$ cat config.mk
export PLATFORM = sky130hd
export DESIGN_NAME = prbs_burst_ctrl
export DESIGN_NICKNAME = d
export VERILOG_FILES = /design/src/rtl/prbs_burst_ctrl_pkg.sv /design/src/rtl/prbs_burst_ctrl_rate_div.sv /design/src/rtl/prbs_burst_ctrl.sv
export SDC_FILE = /design/constraint.sdc
export NUM_CORES = 1
export LEC_CHECK = 0
export CAP_MARGIN = 20
export CORE_MARGIN = 5
export CORE_UTILIZATION = 45
export DETAILED_ROUTE_END_ITERATION = 7
export PLACE_DENSITY = 0.74
export SYNTH_ARGS = -nofsm -noshare
export SYNTH_HDL_FRONTEND = slang
export SYNTH_SLANG_ARGS = --single-unit
$ cat constraint.sdc
create_clock -name clk -period 4.4 [get_ports clk]
set_input_delay 0.88 -clock clk [delete_from_list [all_inputs] [get_ports clk]]
set_output_delay 0.88 -clock clk [all_outputs]
set_load 0.02 [all_outputs]
$ cat src/rtl/prbs_burst_ctrl_pkg.sv
// Shared encodings and constants for the PRBS31 burst sequencer.
package prbs_burst_ctrl_pkg;

  localparam int unsigned SEED_W = 31;
  localparam int unsigned PRBS_TAP_A = 31;
  localparam int unsigned PRBS_TAP_B = 28;
  localparam logic [SEED_W-1:0] PRBS_SEED_DEFAULT = 31'h7FFF_FFFF;

  typedef enum logic [2:0] {
    ST_IDLE  = 3'd0,
    ST_LOAD  = 3'd1,
    ST_RUN   = 3'd2,
    ST_PAUSE = 3'd3,
    ST_DONE  = 3'd4
  } state_e;

  typedef enum logic [1:0] {
    OP_NOP   = 2'd0,
    OP_START = 2'd1,
    OP_PAUSE = 2'd2,
    OP_ABORT = 2'd3
  } cmd_op_e;

endpackage

$ cat src/rtl/prbs_burst_ctrl_rate_div.sv
// Step pacer: counts up to the divider value and ticks on terminal count.
module prbs_burst_ctrl_rate_div #(
  parameter int unsigned DIV_W = 8
) (
  input  logic             clk,
  input  logic             rst_n,
  input  logic             en_i,
  input  logic             clr_i,
  input  logic             run_i,
  input  logic [DIV_W-1:0] div_i,
  output logic             tick_c_o
);

  logic [DIV_W-1:0] cnt_q, cnt_d;

  assign tick_c_o = en_i && run_i && (cnt_q == div_i);

  always_comb begin
    cnt_d = cnt_q;
    if (en_i) begin
      if (clr_i)         cnt_d = '0;
      else if (tick_c_o) cnt_d = '0;
      else if (run_i)    cnt_d = cnt_q + DIV_W'(1);
    end
  end

  always_ff @(posedge clk or negedge rst_n) begin
    if (!rst_n) cnt_q <= '0;
    else        cnt_q <= cnt_d;
  end

endmodule

$ cat src/rtl/prbs_burst_ctrl.sv
// PRBS31 burst sequencer: command handshake, seed load, paced LFSR stepping
// and burst-length accounting.
module prbs_burst_ctrl
  import prbs_burst_ctrl_pkg::*;
#(
  parameter int unsigned        LEN_W        = 16,
  parameter int unsigned        DIV_W        = 8,
  parameter logic [SEED_W-1:0]  SEED_DEFAULT = PRBS_SEED_DEFAULT
) (
  input  logic              clk,
  input  logic              rst_n,
  input  logic              ena_i,
  input  logic              cmd_valid_i,
  output logic              cmd_ready_o,
  input  logic [1:0]        cmd_op_i,
  input  logic [SEED_W-1:0] seed_i,
  input  logic [LEN_W-1:0]  burst_len_i,
  input  logic [DIV_W-1:0]  rate_div_i,
  output logic              lfsr_load_o,
  output logic [SEED_W-1:0] lfsr_seed_o,
  output logic              lfsr_step_o,
  output logic              busy_o,
  output logic              done_o,
  output logic [LEN_W-1:0]  bit_count_o,
  output logic [2:0]        state_o
);

  state_e            state_q, state_d;
  logic [SEED_W-1:0] seed_q, seed_d;
  logic [LEN_W-1:0]  len_q, len_d;
  logic [DIV_W-1:0]  div_q, div_d;
  logic [LEN_W-1:0]  bit_count_q, bit_count_d;
  logic              busy_q, busy_d;
  logic              done_q, done_d;

  logic    step_c;
  logic    fire_c;
  logic    last_step_c;
  cmd_op_e op_c;

  assign cmd_ready_o = ena_i && (state_q != ST_LOAD);
  assign fire_c      = cmd_valid_i && cmd_ready_o;
  assign op_c        = cmd_op_e'(cmd_op_i);
  assign last_step_c = step_c && (len_q != '0) && ((bit_count_q + LEN_W'(1)) == len_q);

  prbs_burst_ctrl_rate_div #(.DIV_W(DIV_W)) u_rate_div (
    .clk      (clk),
    .rst_n    (rst_n),
    .en_i     (ena_i),
    .clr_i    (state_q == ST_LOAD),
    .run_i    (state_q == ST_RUN),
    .div_i    (div_q),
    .tick_c_o (step_c)
  );

  // Next-state, capture and counter logic; everything holds while ena is low.
  always_comb begin
    state_d     = state_q;
    seed_d      = seed_q;
    len_d       = len_q;
    div_d       = div_q;
    bit_count_d = bit_count_q;
    busy_d      = busy_q;
    done_d      = done_q;
    if (ena_i) begin
      done_d = 1'b0;
      if (state_q == ST_LOAD) bit_count_d = '0;
      else if (step_c)        bit_count_d = bit_count_q + LEN_W'(1);

      unique case (state_q)
        ST_IDLE: if (fire_c && op_c == OP_START) state_d = ST_LOAD;
        ST_LOAD: state_d = ST_RUN;
        ST_RUN: begin
          // Abort and restart override completion; completion overrides pause.
          if (fire_c && op_c == OP_ABORT)      state_d = ST_IDLE;
          else if (fire_c && op_c == OP_START) state_d = ST_LOAD;
          else if (last_step_c) begin
            state_d = ST_DONE;
            done_d  = 1'b1;
          end
          else if (fire_c && op_c == OP_PAUSE) state_d = ST_PAUSE;
        end
        ST_PAUSE: begin
          if (fire_c && op_c == OP_ABORT)      state_d = ST_IDLE;
          else if (fire_c && op_c == OP_START) state_d = ST_LOAD;
          else if (fire_c && op_c == OP_PAUSE) state_d = ST_RUN;
        end
        ST_DONE: begin
          if (fire_c && op_c == OP_ABORT)      state_d = ST_IDLE;
          else if (fire_c && op_c == OP_START) state_d = ST_LOAD;
        end
        default: state_d = ST_IDLE;
      endcase

      if (fire_c && op_c == OP_START) begin
        seed_d = (seed_i == '0) ? SEED_DEFAULT : seed_i;
        len_d  = burst_len_i;
        div_d  = rate_div_i;
      end
      busy_d = (state_d == ST_LOAD) || (state_d == ST_RUN) || (state_d == ST_PAUSE);
    end
  end

  always_ff @(posedge clk or negedge rst_n) begin
    if (!rst_n) begin
      state_q     <= ST_IDLE;
      seed_q      <= SEED_DEFAULT;
      len_q       <= '0;
      div_q       <= '0;
      bit_count_q <= '0;
      busy_q      <= 1'b0;
      done_q      <= 1'b0;
    end else begin
      state_q     <= state_d;
      seed_q      <= seed_d;
      len_q       <= len_d;
      div_q       <= div_d;
      bit_count_q <= bit_count_d;
      busy_q      <= busy_d;
      done_q      <= done_d;
    end
  end

  assign lfsr_load_o = ena_i && (state_q == ST_LOAD);
  assign lfsr_step_o = step_c;
  assign lfsr_seed_o = seed_q;
  assign busy_o      = busy_q;
  assign done_o      = done_q;
  assign bit_count_o = bit_count_q;
  assign state_o     = state_q;

endmodule

Yosys cells after proc, flatten, opt, wreduce, memory -nomap -nowiden
Cells that the tools add are included.
{ "op_classes": {"n_addsub": 2, "eq_ne": 13, "muxes": 21, "reduce_logical": 20} }
{ "ops": {"columns": ["op", "count"], "rows": [
  ["$mux W16", 2],
  ["$logic_not A31 Y1", 1],
  ["$mux W31", 1],
  ["$mux W3", 10],
  ["$mux W8", 3],
  ["$add A16 B1 Y16 const B", 1],
  ["$eq A16 B16 Y1", 1],
  ["$reduce_bool A16 Y1", 1],
  ["$pmux W3 S5", 1],
  ["$eq A3 B2 Y1 const B", 4],
  ["$logic_and A1 B1 Y1", 10],
  ["$add A8 B1 Y8 const B", 1],
  ["$eq A8 B8 Y1", 1],
  ["$eq A3 B1 Y1 const B", 2],
  ["$reduce_and A2 Y1", 3],
  ["$eq A2 B2 Y1 const B", 2],
  ["$mux W1", 4],
  ["$eq A3 B3 Y1 const B", 1],
  ["$logic_not A3 Y1", 1],
  ["$ne A3 B1 Y1 const B", 1],
  ["$reduce_bool A3 Y1", 1],
  ["$eq A2 B1 Y1 const B", 1],
  ["$logic_or A1 B1 Y1", 2],
  ["$reduce_bool A2 Y1", 1]
]} }
{ "word_totals": {"ff_bits": 84, "inputBits": 61, "output_inout_bits": 55, "elab_cells": 64} }

Depth between registers and ports, before layout
Gate-level depths: netlist of the first run.
{ "depth": {"ltp_word": 13, "depth_mapped": 10, "depth_no_buf": 8} }

By module
Synthesis of the first run repeated with hierarchy kept, for this count alone.
{ "unflattened": {"cells_unflattened": 398, "area_unflattened_um2": 4304.1} }
{ "by_module_without_submodules": {"columns": ["module", "n_inst", "cells_each", "area_each_um2"], "rows": [
  ["prbs_burst_ctrl", 1, 342, 3763.6],
  ["prbs_burst_ctrl_rate_div", 1, 56, 540.5]
]} }

Least setup slack after synthesis of the first run
No wires, ideal clock.
{ "synth_timing": {"path_type": "input-to-output", "start": "input ena_i", "end": "output lfsr_step_o", "arrival_time_ps": 2193, "slack_ps": 1327, "stages": 4, "path_buffers": 0, "cell_sequence": "inv_2 or3_1 or3_1 nor4_4"} }
{ "synth_via": {"elab_chain_len": 2} }
{ "synth_lines": {"columns": ["item", "line", "rtl"], "rows": [
  ["start: declaration", "prbs_burst_ctrl.sv:12", "input logic ena_i,"],
  ["$logic_and A1 B1 Y1 (2 in series)", "prbs_burst_ctrl_rate_div.sv:16", "assign tick_c_o = en_i && run_i && (cnt_q == div_i);"],
  ["end: declaration", "prbs_burst_ctrl.sv:21", "output logic lfsr_step_o,"]
]} }
No other way between the ends.

Worst setup path after layout of the first run
Same ends and word-level chain as after synthesis.

==> results of run 1 <==
path summary, 6_finish.rpt:
kind,startpoint,to,slack [ps],depth (start not counted)
setup / recovery,ena_i,lfsr_step_o,190,6
hold / removal,rst_n,bit_count_o[11]$_DFFE_PN0P_,460,1
setup reg to reg,bit_count_o[3]$_DFFE_PN0P_,state_o[1]$_DFFE_PN0P_,1240,7
hold reg to reg,lfsr_seed_o[24]$_DFFE_PN1P_,lfsr_seed_o[24]$_DFFE_PN1P_,510,2
max in group asynchronous,rst_n,lfsr_seed_o[30]$_DFFE_PN1P_,3270,2
min in group clk,lfsr_seed_o[24]$_DFFE_PN1P_,lfsr_seed_o[24]$_DFFE_PN1P_,510,2
critical path, delay by kind of cell:
family        cells  cell delay [ps]
simple gates      3             1090
buf+inv           3             1370
area by class of cell:
class                           instances  area, sq um  area share
Sequential cell                        84         2140       0.366
Multi-Input combinational cell        342         2090       0.357
Timing Repair Buffer                  121         1230       0.210
Clock buffer                           12          188      0.0321
Tap cell                              129          161      0.0276
Clock inverter                          4         36.3     0.00620
Inverter                                3         11.3     0.00193
registers in the layout, indices dropped and copies added (netlist names):
register and flops:
done_o 1, bit_count_o 16, lfsr_seed_o 31, div_q 8, len_q 16, state_o 3, busy_o 1, u_rate_div.cnt_q 8
synth_stat cells (4+ instances only):
cell type	count	area, sq um
a21oi_1	38	190
dfstp_2	31	815
nor4_1	14	87.6
nor2b_1	4	25.0
nor2_1	89	334
nand4_1	10	62.6
dfrtp_1	53	1330
xnor2_1	20	175
and3_1	7	43.8
nand3_1	8	40.0
o21ai_0	30	150
nand2_1	27	101
buf_2	10	50.1
o31ai_1	6	45.0
or3_1	6	37.5
nand2b_1	5	31.3
mux2_2	25	282
clkbuf_1	11	41.3
nor3_1	8	40.0
xor2_1	12	105
layer usage:
layer | track usage | up-vias | wire length [microns]
li1 | - | 1821 | -
met1 | 0.255 | 1824 | 4740
met2 | 0.343 | 130 | 5920
met3 | 0.0519 | 17 | 837
met4 | 0.0667 | 0 | 191
met5 | 0 | - | 0
power by group through the flow:
stage	clock [mW]	sequential [mW]	combinational [mW]
2_1_floorplan	0	1.25	0.370
3_3_place_gp	0	1.18	0.809
3_5_place_dp	0	1.19	0.827
4_1_cts	0.602	1.17	0.832
5_1_grt	0.640	1.20	0.894
6_report	0.594	1.17	0.825
cell families after synthesis:
| family | Yosys count |
|---|---|
| compound gates | 91 |
| fa+ha+maj | 2 |
| buf+inv | 27 |
| xor+xnor | 32 |
| simple gates | 192 |
| flops | 84 |
| mux | 25 |
per-stage QoR:
step,cell area [sq um],instances,utilization,worst slack [ps],power [mW]
2_1_floorplan,4330,453,-,1330,1.62
3_3_place_gp,5600,678,0.600,261,1.99
3_5_place_dp,5600,678,0.600,179,2.01
4_1_cts,5820,694,0.624,184,2.61
5_1_grt,5850,695,0.627,88.7,2.73
6_report,5850,695,0.627,186,2.59
==> results.sh, run 1 <==
export IMPL_dr_first_iter_drc_count=176
export IMPL_outcome="finished, final reports clean"
export IMPL_worstPathCellList="clkdlybuf4s50_1 -> inv_2 -> or3_1 -> or3_1 -> nor4_4 -> clkdlybuf4s50_1"
export IMPL_wl_per_cell_microns=16.8
export IMPL_slowest_delay_ps=670
export IMPL_required_ps=3520
export IMPL_layout_commonest_cell="clkdlybuf4s50_1"
export IMPL_fillers=805
export IMPL_die_h_microns=108
export IMPL_ctsResizeCount=0
export IMPL_grt_pass1_wl_mm=19.0
export IMPL_period_minus_slack_ps=4210
export IMPL_cts_root_buf="clkbuf_8"
export IMPL_core_sq_um=9330
export IMPL_arrival_ps=3330
export IMPL_port_buffers=115
export IMPL_dr_pass1_iters=4
export IMPL_seqPwrFrac=0.452
export IMPL_synth_simple_area_share=0.219
export IMPL_yosys_warnings=0
export IMPL_combPwrFrac=0.318
export IMPL_htree_levels=3
export IMPL_hpwl_mm=8.76
export IMPL_synth_edf_count=0
export IMPL_rsz0062_at_grt="no"
export IMPL_area_growth_pct=35.1
export IMPL_vias=3792
export IMPL_ctsHoldBuffers=0
export IMPL_grt_max_degree=85
export IMPL_die_w_microns=108
export IMPL_yosysSeqAreaShare=0.494
export IMPL_ios=116
export IMPL_critPathCaptureType="output port"
export IMPL_synth_mux_area_frac=0.0650
export IMPL_cp_max_fo=6
export IMPL_yosys_most_used_dff="dfrtp_1"
export IMPL_setup_violations=0
export IMPL_finalWirelength_mm=11.7
export IMPL_synth_top_family_by_area="simple AND/OR/NAND/NOR gates"
export IMPL_worstSetupStartpointType="primary input"
export IMPL_syn_area_per_cell_sq_um=9.56
export IMPL_synth_xor_area_frac=0.0647
export IMPL_grt_overflow=0
export IMPL_mostFrequentLayoutCells="114 x clkdlybuf4s50_1, 88 x nor2_1, 53 x dfrtp_1"
export IMPL_clk_latency_ps=350
export IMPL_antenna_left=0
export IMPL_finalMaxSlewViolations=0
export IMPL_synth_compound_area_frac=0.125
export IMPL_grt_use_total=0.203
export IMPL_cell_internal_pwr_mw=1.71
export IMPL_p_switching_mw=0.878
export IMPL_grt_antenna_before_repair=0
export IMPL_synth_cell_type_count=46
export IMPL_cts_buffers=9
export IMPL_critical_path_class="primary input to output port"
export IMPL_fin_setup_tns_ps=0
export IMPL_netlist_instances=453
export IMPL_powerDensity_nw_per_um2=443
export IMPL_min_period_over_period=0.958
export IMPL_cts_sink_count=84
export IMPL_hp_class="primary input to async pin"
export IMPL_place_congestion=0.868
export IMPL_max_freq_mhz=237
export IMPL_async_reset_ff_frac=1.00
export IMPL_die_area_sq_um=11700
export IMPL_worstMarginPinSlew_ps=812
export IMPL_slew_headroom=0.453
export IMPL_clock_skew_ps=14.2
export IMPL_vias_per_cell=5.46
export IMPL_synth_nets=516
export IMPL_cp_slowest_cell="clkdlybuf4s50_1"
export IMPL_synth_adder_area_share=0.00578
export IMPL_rows=35
export IMPL_drv_cap=0
export IMPL_post_cts_buffers=0
export IMPL_start_util=0.464
export IMPL_synth_area_sq_um=4330
export IMPL_power_leakage_nw=2.31
export IMPL_finalHoldWorstSlack_ps=463
export IMPL_grt_pass1_vias=3828
export IMPL_clk_pin_slew_ps=100
export IMPL_n_antenna_cell=0
export IMPL_vdd_drop_max_v=0.000222
export IMPL_cts_buffer_depth=2
export IMPL_p_clk_frac=0.229
export IMPL_drive_gt1_frac=0.157
export IMPL_nets=624
export IMPL_p_sw_frac=0.339
export IMPL_drcViolationCount=0
export IMPL_ys_seq_elements=84
export IMPL_hold_viol_final=0
export IMPL_cts_tree="yes"
Power figures use the tool's default switching activity.
==> inputs of run 2 (changes only) <==
==> constraint.sdc (replaced) <==
create_clock -name clk -period 4.8 [get_ports clk]
set_input_delay 0.96 -clock clk [delete_from_list [all_inputs] [get_ports clk]]
set_output_delay 0.96 -clock clk [all_outputs]
set_load 0.02 [all_outputs]
==> results.sh, run 2 (synthesis results as in run 1) <==
export IMPL_outcome="finished, final reports clean"
export IMPL_post_cts_buffers=0
export IMPL_mostFrequentLayoutCells="114 x clkdlybuf4s50_1, 88 x nor2_1, 53 x dfrtp_1"
export IMPL_clock_skew_ps=18.9
export IMPL_arrival_ps=3400
export IMPL_antenna_left=0
export IMPL_grt_overflow=0
export IMPL_grt_antenna_before_repair=0
export IMPL_multi_input_area_sq_um=2090
export IMPL_worstSetupStartpointType="primary input"
export IMPL_grt_max_degree=85
export IMPL_powerDensity_nw_per_um2=398
export IMPL_power_leakage_nw=2.28
export IMPL_ios=116
export IMPL_die_area_sq_um=11700
export IMPL_die_h_microns=108
export IMPL_clk_latency_ps=360
export IMPL_min_period_over_period=0.907
export IMPL_cp_top_family="buffers and inverters"
export IMPL_cts_sink_count=84
export IMPL_dr_pass1_iters=4
export IMPL_largest_reg_flops=31
export IMPL_slowest_delay_ps=670
export IMPL_finalWirelength_mm=11.8
export IMPL_grt_use_total=0.205
export IMPL_wl_per_cell_microns=16.9
export IMPL_critPathCaptureType="output port"
export IMPL_rr_startpoint="bit_count_o[3]$_DFFE_PN0P_"
export IMPL_vias=3733
export IMPL_hp_start="lfsr_seed_o[4]$_DFFE_PN1P_"
export IMPL_worstPathCellList="clkdlybuf4s50_1 -> inv_2 -> or3_1 -> or3_1 -> nor4_4 -> clkdlybuf4s50_1"
export IMPL_vias_per_cell=5.37
export IMPL_fillers=802
export IMPL_hold_depth=2
export IMPL_core_sq_um=9330
export IMPL_setup_violations=0
export IMPL_period_minus_slack_ps=4360
export IMPL_hpwl_mm=8.70
export IMPL_dr_first_iter_drc_count=178
export IMPL_clk_pin_slew_ps=70
export IMPL_rows=35
export IMPL_dp_cells=677
export IMPL_die_w_microns=108
export IMPL_max_freq_mhz=230
export IMPL_grt_pass1_vias=3634
export IMPL_hp_class="flip-flop to flip-flop"
export IMPL_cts_root_buf="clkbuf_8"
export IMPL_worstMarginPinSlew_ps=836
export IMPL_hold_viol_final=0
export IMPL_start_util=0.464
export IMPL_vdd_drop_max_v=0.000264
export IMPL_fin_setup_tns_ps=0
export IMPL_required_ps=3840
export IMPL_drive_gt1_frac=0.154
export IMPL_area_growth_pct=33.7
export IMPL_htree_levels=3
export IMPL_reg2regPathDepth=7
export IMPL_critPathBufInv=3
export IMPL_nets=624
export IMPL_ctsHoldBuffers=0
export IMPL_worstReg2RegEnd="state_o[1]$_DFFE_PN0P_"
export IMPL_drcViolationCount=0
export IMPL_cp_slowest_cell="clkdlybuf4s50_1"
export IMPL_drv_cap=0
export IMPL_ctsResizeCount=0
export IMPL_place_congestion=0.839
export IMPL_n_antenna_cell=0
export IMPL_cts_buffers=9
export IMPL_ff_latch_area_sq_um=2140
export IMPL_rsz0062_at_grt="no"
export IMPL_slew_headroom=0.442
export IMPL_hold_end="lfsr_seed_o[4]$_DFFE_PN1P_"
export IMPL_cts_tree="yes"
export IMPL_path_depth=6
export IMPL_regToRegSetupSlack_ps=1650
export IMPL_grt_pass1_wl_mm=18.9
export IMPL_port_buffers=115
export IMPL_layout_commonest_cell="clkdlybuf4s50_1"
export IMPL_cp_max_fo=6
export IMPL_stdcell_count=695
export IMPL_critical_path_class="primary input to output port"
export IMPL_cts_buffer_depth=2
export IMPL_finalMaxSlewViolations=0
## run 2: layout make-up
class / count / share of cell area
multi-input combinational: 342 / 0.360
sequential: 84 / 0.370
timing repair buffer: 121 / 0.210
clock inverter: 3 / 0.00346
clock buffer: 13 / 0.0274
inverter: 3 / 0.00194
tap: 129 / 0.0279
## run 2: worst min-delay path, delay by kind of cell, from the launching register on
kind	cells	cell delay (ps)
simple gates	1	90
compound gates	1	40
flops	1	370
## run 2: report_power, final
part	total [mW]	switching [mW]	internal (mW)
clock	0.475	0.257	0.218
combinational	0.754	0.363	0.391
sequential	1.08	0.171	0.907
total	2.31	0.791	1.52
## run 2: layer usage
layer / wire, microns / vias to the layer above / global-route usage
li1: - / 1813 / -
met1: 5010 / 1802 / 0.258
met2: 5990 / 106 / 0.351
met3: 639 / 12 / 0.0543
met4: 128 / 0 / 0.0541
met5: 0 / - / 0
## run 2: stage by stage
stage	hold WS [ps]	cell area [sq um]	total power [mW]	setup WS [ps]	util
after detailed placement	490	5580	1.85	444	0.598
after CTS	507	5760	2.32	442	0.617
final	502	5790	2.31	444	0.621
after global routing	512	5790	2.44	337	0.621
after global placement	489	5580	1.82	512	0.598
after floorplan	493	4330	1.49	1570	-
## run 2: worst max path at each step
stage / slack (ps) / from / endpoint
final: 440 / ena_i / lfsr_step_o
after global routing: 340 / ena_i / lfsr_step_o
after CTS: 440 / ena_i / lfsr_step_o
after detailed placement: 440 / ena_i / lfsr_step_o
after global placement: 510 / ena_i / lfsr_step_o
after floorplan: 1570 / ena_i / lfsr_step_o
==> inputs of run 3 (changes only) <==
--- a/config.mk
+++ b/config.mk
@@ -6,9 +6,10 @@
 export NUM_CORES = 1
 export LEC_CHECK = 0
 export CAP_MARGIN = 20
-export CORE_MARGIN = 5
+export CORE_MARGIN = 4
 export CORE_UTILIZATION = 45
 export DETAILED_ROUTE_END_ITERATION = 7
+export GPL_ROUTABILITY_DRIVEN = 0
 export PLACE_DENSITY = 0.74
 export SYNTH_ARGS = -nofsm -noshare
 export SYNTH_HDL_FRONTEND = slang
==> results.sh, run 3 (synthesis results as in run 1) <==
export IMPL_mostFrequentLayoutCells="114 x clkdlybuf4s50_1, 88 x nor2_1, 53 x dfrtp_1"
export IMPL_p_clk_frac=0.201
export IMPL_required_ps=3840
export IMPL_hpwl_mm=8.33
export IMPL_vias=3784
export IMPL_min_period_over_period=0.911
export IMPL_die_w_microns=106
export IMPL_combPwrFrac=0.329
export IMPL_powerDensity_nw_per_um2=394
export IMPL_ctsHoldBuffers=0
export IMPL_cell_internal_pwr_mw=1.49
export IMPL_dr_first_iter_drc_count=151
export IMPL_cts_buffers=9
export IMPL_drive_gt1_frac=0.159
export IMPL_vdd_drop_max_v=0.000261
export IMPL_nets=625
export IMPL_grt_overflow=0
export IMPL_cts_tree="yes"
export IMPL_p_sw_frac=0.350
export IMPL_worstSetupStartpointType="primary input"
export IMPL_finalMaxSlewViolations=0
export IMPL_cp_slowest_cell="clkdlybuf4s50_1"
export IMPL_grt_antenna_before_repair=0
export IMPL_critPathCaptureType="output port"
export IMPL_grt_pass1_wl_mm=18.4
export IMPL_seqPwrFrac=0.470
export IMPL_power_leakage_nw=2.29
export IMPL_slowest_delay_ps=670
export IMPL_slew_headroom=0.508
export IMPL_worstPathCellList="clkdlybuf4s50_1 -> inv_2 -> or3_1 -> or3_1 -> nor4_4 -> clkdlybuf4s50_1"
export IMPL_wl_per_cell_microns=16.1
export IMPL_cts_buffer_depth=2
export IMPL_setup_violations=0
export IMPL_drcViolationCount=0
export IMPL_drv_cap=0
export IMPL_rsz0062_at_grt="no"
export IMPL_ios=116
export IMPL_p_switching_mw=0.800
export IMPL_antenna_left=0
export IMPL_htree_levels=3
export IMPL_max_freq_mhz=229
export IMPL_worstMarginPinSlew_ps=731
export IMPL_clk_pin_slew_ps=90
export IMPL_arrival_ps=3410
export IMPL_ctsResizeCount=0
export IMPL_die_area_sq_um=11300
export IMPL_grt_use_total=0.204
export IMPL_grt_max_degree=85
export IMPL_die_h_microns=106
export IMPL_regToRegSetupSlack_ps=1660
export IMPL_finalWirelength_mm=11.2
export IMPL_cts_sink_count=84
export IMPL_hp_class="primary input to async pin"
export IMPL_outcome="finished, final reports clean"
export IMPL_n_antenna_cell=0
export IMPL_hold_viol_final=0
export IMPL_port_buffers=115
export IMPL_layout_commonest_cell="clkdlybuf4s50_1"
export IMPL_area_growth_pct=34.0
export IMPL_core_sq_um=9280
export IMPL_post_cts_buffers=0
export IMPL_rows=35
export IMPL_cts_root_buf="clkbuf_8"
export IMPL_fin_util=0.625
export IMPL_period_minus_slack_ps=4370
export IMPL_start_util=0.466
export IMPL_critical_path_class="primary input to output port"
export IMPL_clock_skew_ps=6.20
export IMPL_fin_setup_tns_ps=0
export IMPL_largest_reg_flops=31
export IMPL_vias_per_cell=5.44
export IMPL_clk_latency_ps=360
export IMPL_grt_pass1_vias=3621
export IMPL_cp_max_fo=6
export IMPL_dr_pass1_iters=5
[run 3: changes by cell type in the layout (fill, tap and decap cells not counted), sizes merged]
| cell | change |
|---|---|
| clkinvlp | +1 |
| clkinv | +3 |
| buf | +1 |
| clkbuf | -4 |
[run 3: final cells by class]
class / instances / area, sq um
Tap cell: 129 / 161
Sequential cell: 84 / 2140
Multi-Input combinational cell: 342 / 2090
Timing Repair Buffer: 122 / 1230
Inverter: 3 / 11.3
Fill cell: 802 / 3480
Clock inverter: 7 / 51.3
Clock buffer: 9 / 124
[run 3: worst paths after layout]
check,startpoint,cells after the start,endpoint
min,rst_n,1,bit_count_o[11]$_DFFE_PN0P_
min in group clk,lfsr_seed_o[7]$_DFFE_PN1P_,2,lfsr_seed_o[7]$_DFFE_PN1P_
min reg2reg,lfsr_seed_o[7]$_DFFE_PN1P_,2,lfsr_seed_o[7]$_DFFE_PN1P_
max reg2reg,bit_count_o[3]$_DFFE_PN0P_,7,state_o[1]$_DFFE_PN0P_
max,ena_i,6,lfsr_step_o
max in group asynchronous,rst_n,2,lfsr_seed_o[12]$_DFFE_PN1P_
[run 3: power by group through the flow]
stage | clock network, mW | registers [mW] | logic [mW]
floorplan | 0 | 1.15 | 0.339
global placement | 0 | 1.08 | 0.738
detailed placement | 0 | 1.09 | 0.754
CTS | 0.477 | 1.08 | 0.757
global route | 0.509 | 1.11 | 0.816
finish | 0.460 | 1.08 | 0.752
[run 3: worst max-delay path: cells and delay by family]
kind          cells  cell delay [ps]
buf+inv           3             1360
simple gates      3             1080
[run 3: per-stage QoR]
| step | instance area (sq um) | hold WS (ps) | power (mW) | setup slack, ps | instances |
|---|---|---|---|---|---|
| 4_1_cts | 5760 | 508 | 2.31 | 426 | 694 |
| 6_report | 5800 | 467 | 2.29 | 428 | 696 |
| 3_5_place_dp | 5590 | 484 | 1.84 | 451 | 678 |
| 2_1_floorplan | 4330 | 493 | 1.49 | 1570 | 453 |
| 5_1_grt | 5800 | 468 | 2.43 | 345 | 696 |
| 3_3_place_gp | 5590 | 489 | 1.82 | 491 | 678 |
[run 3: layer usage]
layer | share of wire | wire length (microns) | GRT usage
met1 | 0.42 | 4720 | 0.267
met2 | 0.49 | 5460 | 0.324
met3 | 0.071 | 799 | 0.0656
met4 | 0.019 | 218 | 0.0611
met5 | 0 | 0 | 0
==> RTL change: new RTL, config.mk and constraints of run 1 <==
Register the input `rate_div_i` before use. The logic sees it one clock later. The other inputs are not delayed to match.
--- a/src/rtl/prbs_burst_ctrl.sv
+++ b/src/rtl/prbs_burst_ctrl.sv
@@ -24,6 +24,12 @@
   output logic [LEN_W-1:0]  bit_count_o,
   output logic [2:0]        state_o
 );
+
+  logic [DIV_W-1:0] rate_div_q;
+
+  always_ff @(posedge clk) begin
+    rate_div_q <= rate_div_i;
+  end
 
   state_e            state_q, state_d;
   logic [SEED_W-1:0] seed_q, seed_d;
@@ -95,7 +101,7 @@
       if (fire_c && op_c == OP_START) begin
         seed_d = (seed_i == '0) ? SEED_DEFAULT : seed_i;
         len_d  = burst_len_i;
-        div_d  = rate_div_i;
+        div_d  = rate_div_q;
       end
       busy_d = (state_d == ST_LOAD) || (state_d == ST_RUN) || (state_d == ST_PAUSE);
     end
Function: changed (a bounded check fails within 4 cycles, from zero or initial values and one cycle with rst_n low).
==> RTL change against run 1 <==
  * Clock skew down 5.1 ps
  * Synthesized area grew 3.7%
  * Wire length shrank 3.8%
  * Synthesized cell count shrank 9.5%
  * Design area is 2.1% higher
  * Sequential cell count increased by 8
  * Setup slack improved by 500 ps
  * Power fell by 1.3%
  * First-iteration DRC count fell by 7.4%
  * Critical path type unchanged
  * Critical endpoint unchanged
  * Highest routed layer unchanged
==> RTL change: results (changes against run 1) <==
| Metric | Value |
|---|---|
| Netlist cell types | `54 (+17%)` |
| Worst slew margin | `61.4% (+16 points)` |
| Placer Congestion | `0.863 (-0.61%)` |
| Max FFs per register | `31 (unchanged)` |
| Worst Skew | `9.09 ps (-5.10 ps)` |
| Placed cells | `639 (-5.8%)` |
| Net count after synthesis | `473 (-8.3%)` |
| Fill cell count | `815 (+1.2%)` |
| Pre-Repair DR Iteration Count | `4 (unchanged)` |
| LEAKAGE | `2.34 nW (+1.3%)` |
| Max VDD drop | `267 uV (+20%)` |
| DRT Wirelength | `11200 um (-3.8%)` |
| Total track usage | `19.9% (-0.41 points)` |
| DRT iter0 DRCs | `163 (-7.4%)` |
| Async S/R FF share, synth | `91.3% (-8.7 points)` |
| R2r startpoint | `bit_count_o[0]` |
| Fraction of layout cells with a size suffix above 1 | `16.6% (+0.91 points)` |
| Placement Cell Area | `5760 um^2 (+2.8%)` |
| FF-to-FF setup slack | `1370 ps (+130 ps)` |
| First-pass GRT wire length | `19000 um (about the same)` |
| Status | `finished, final reports clean` |
| # diodes | `0 (unchanged)` |
| Num CTS Buffers | `9 (unchanged)` |
| Worst reg2reg endpoint | `state_o[1]` |
| Yosys warnings | `0 (unchanged)` |
| Clk slew on worst S/H paths | `90 ps` |
| Crit Path Max Fanout | `7 (+1)` |
| Via count | `3727 (-1.7%)` |
| Post-DR vias/cell | `5.68 (+4.1%)` |
| Most common library cells after synthesis | `dfrtp_1, dfstp_2, o22a_1, o21ai_0, nand2_1` |
| Mean Syn Cell Area | `10.9 um^2 (+15%)` |
| Synth area leaders | `dfrtp_1, dfstp_2, o22a_1` |
| Vias in the first global route | `3910 (+2.1%)` |
| Worst hold margin | `419 ps (-44.0 ps)` |
| DP Worst Slack | `699 ps (+520 ps)` |
| Post-synthesis sequential area ratio | `51.3% (+1.8 points)` |
| Antenna violations before repair | `0 (unchanged)` |
| Largest net degree at the start of global routing | `85 (unchanged)` |
| Crit path DAT | `2830 ps (-500 ps)` |
| Layout Nets | `581 (-6.9%)` |
| Final HPWL DP | `8280 um (-5.5%)` |
-- RTL change: worst max-delay path by stage --
| stage | slack, ps | start | endpoint |
|---|---|---|---|
| finish | 690 | ena_i | lfsr_step_o |
| global route | 580 | ena_i | lfsr_step_o |
| CTS | 700 | ena_i | lfsr_step_o |
| detailed placement | 700 | ena_i | lfsr_step_o |
| global placement | 750 | ena_i | lfsr_step_o |
| floorplan | 1780 | ena_i | lfsr_step_o |
-- RTL change: cell type report --
type / count / area [um^2] / share of cell area [%]
Clock buffer: 14 / 174 / 2.91
Clock inverter: 2 / 15.0 / 0.251
Inverter: 6 / 22.5 / 0.377
Multi-Input combinational cell: 288 / 2060 / 34.5
Sequential cell: 92 / 2300 / 38.5
Tap cell: 133 / 166 / 2.79
Timing Repair Buffer: 121 / 1230 / 20.7
-- RTL change: cell families (layout without fill, tap and decap cells) --
kind of cell / Yosys count / in the layout / synth area share, %
buf+inv: 30 / 143 / 3.07
flops: 92 / 92 / 51.3
simple gates: 127 / 127 / 16.2
compound gates: 104 / 104 / 16.5
fa+ha+maj: 2 / 2 / 0.557
mux: 24 / 24 / 6.02
xor+xnor: 31 / 31 / 6.38
-- RTL change: routing by layer --
layer | track usage, % | vias to the layer above | part of all wire, %
met3 | 7.99 | 14 | 9.5
met5 | 0 | - | 0
met1 | 23.6 | 1815 | 40
li1 | - | 1761 | -
met2 | 32.7 | 137 | 49
met4 | 6.95 | 0 | 1.6
-- RTL change: where the power goes --
group | internal (mW) | total, mW | switching (mW)
registers | 1.06 | 1.22 | 0.157
clock network | 0.258 | 0.545 | 0.287
logic | 0.425 | 0.793 | 0.368
-- RTL change: critical path, cell delays in order --
cell and delay, ps:
clkdlybuf4s50_1 490, nand4bb_1 350, nor4_4 440, clkdlybuf4s50_1 670
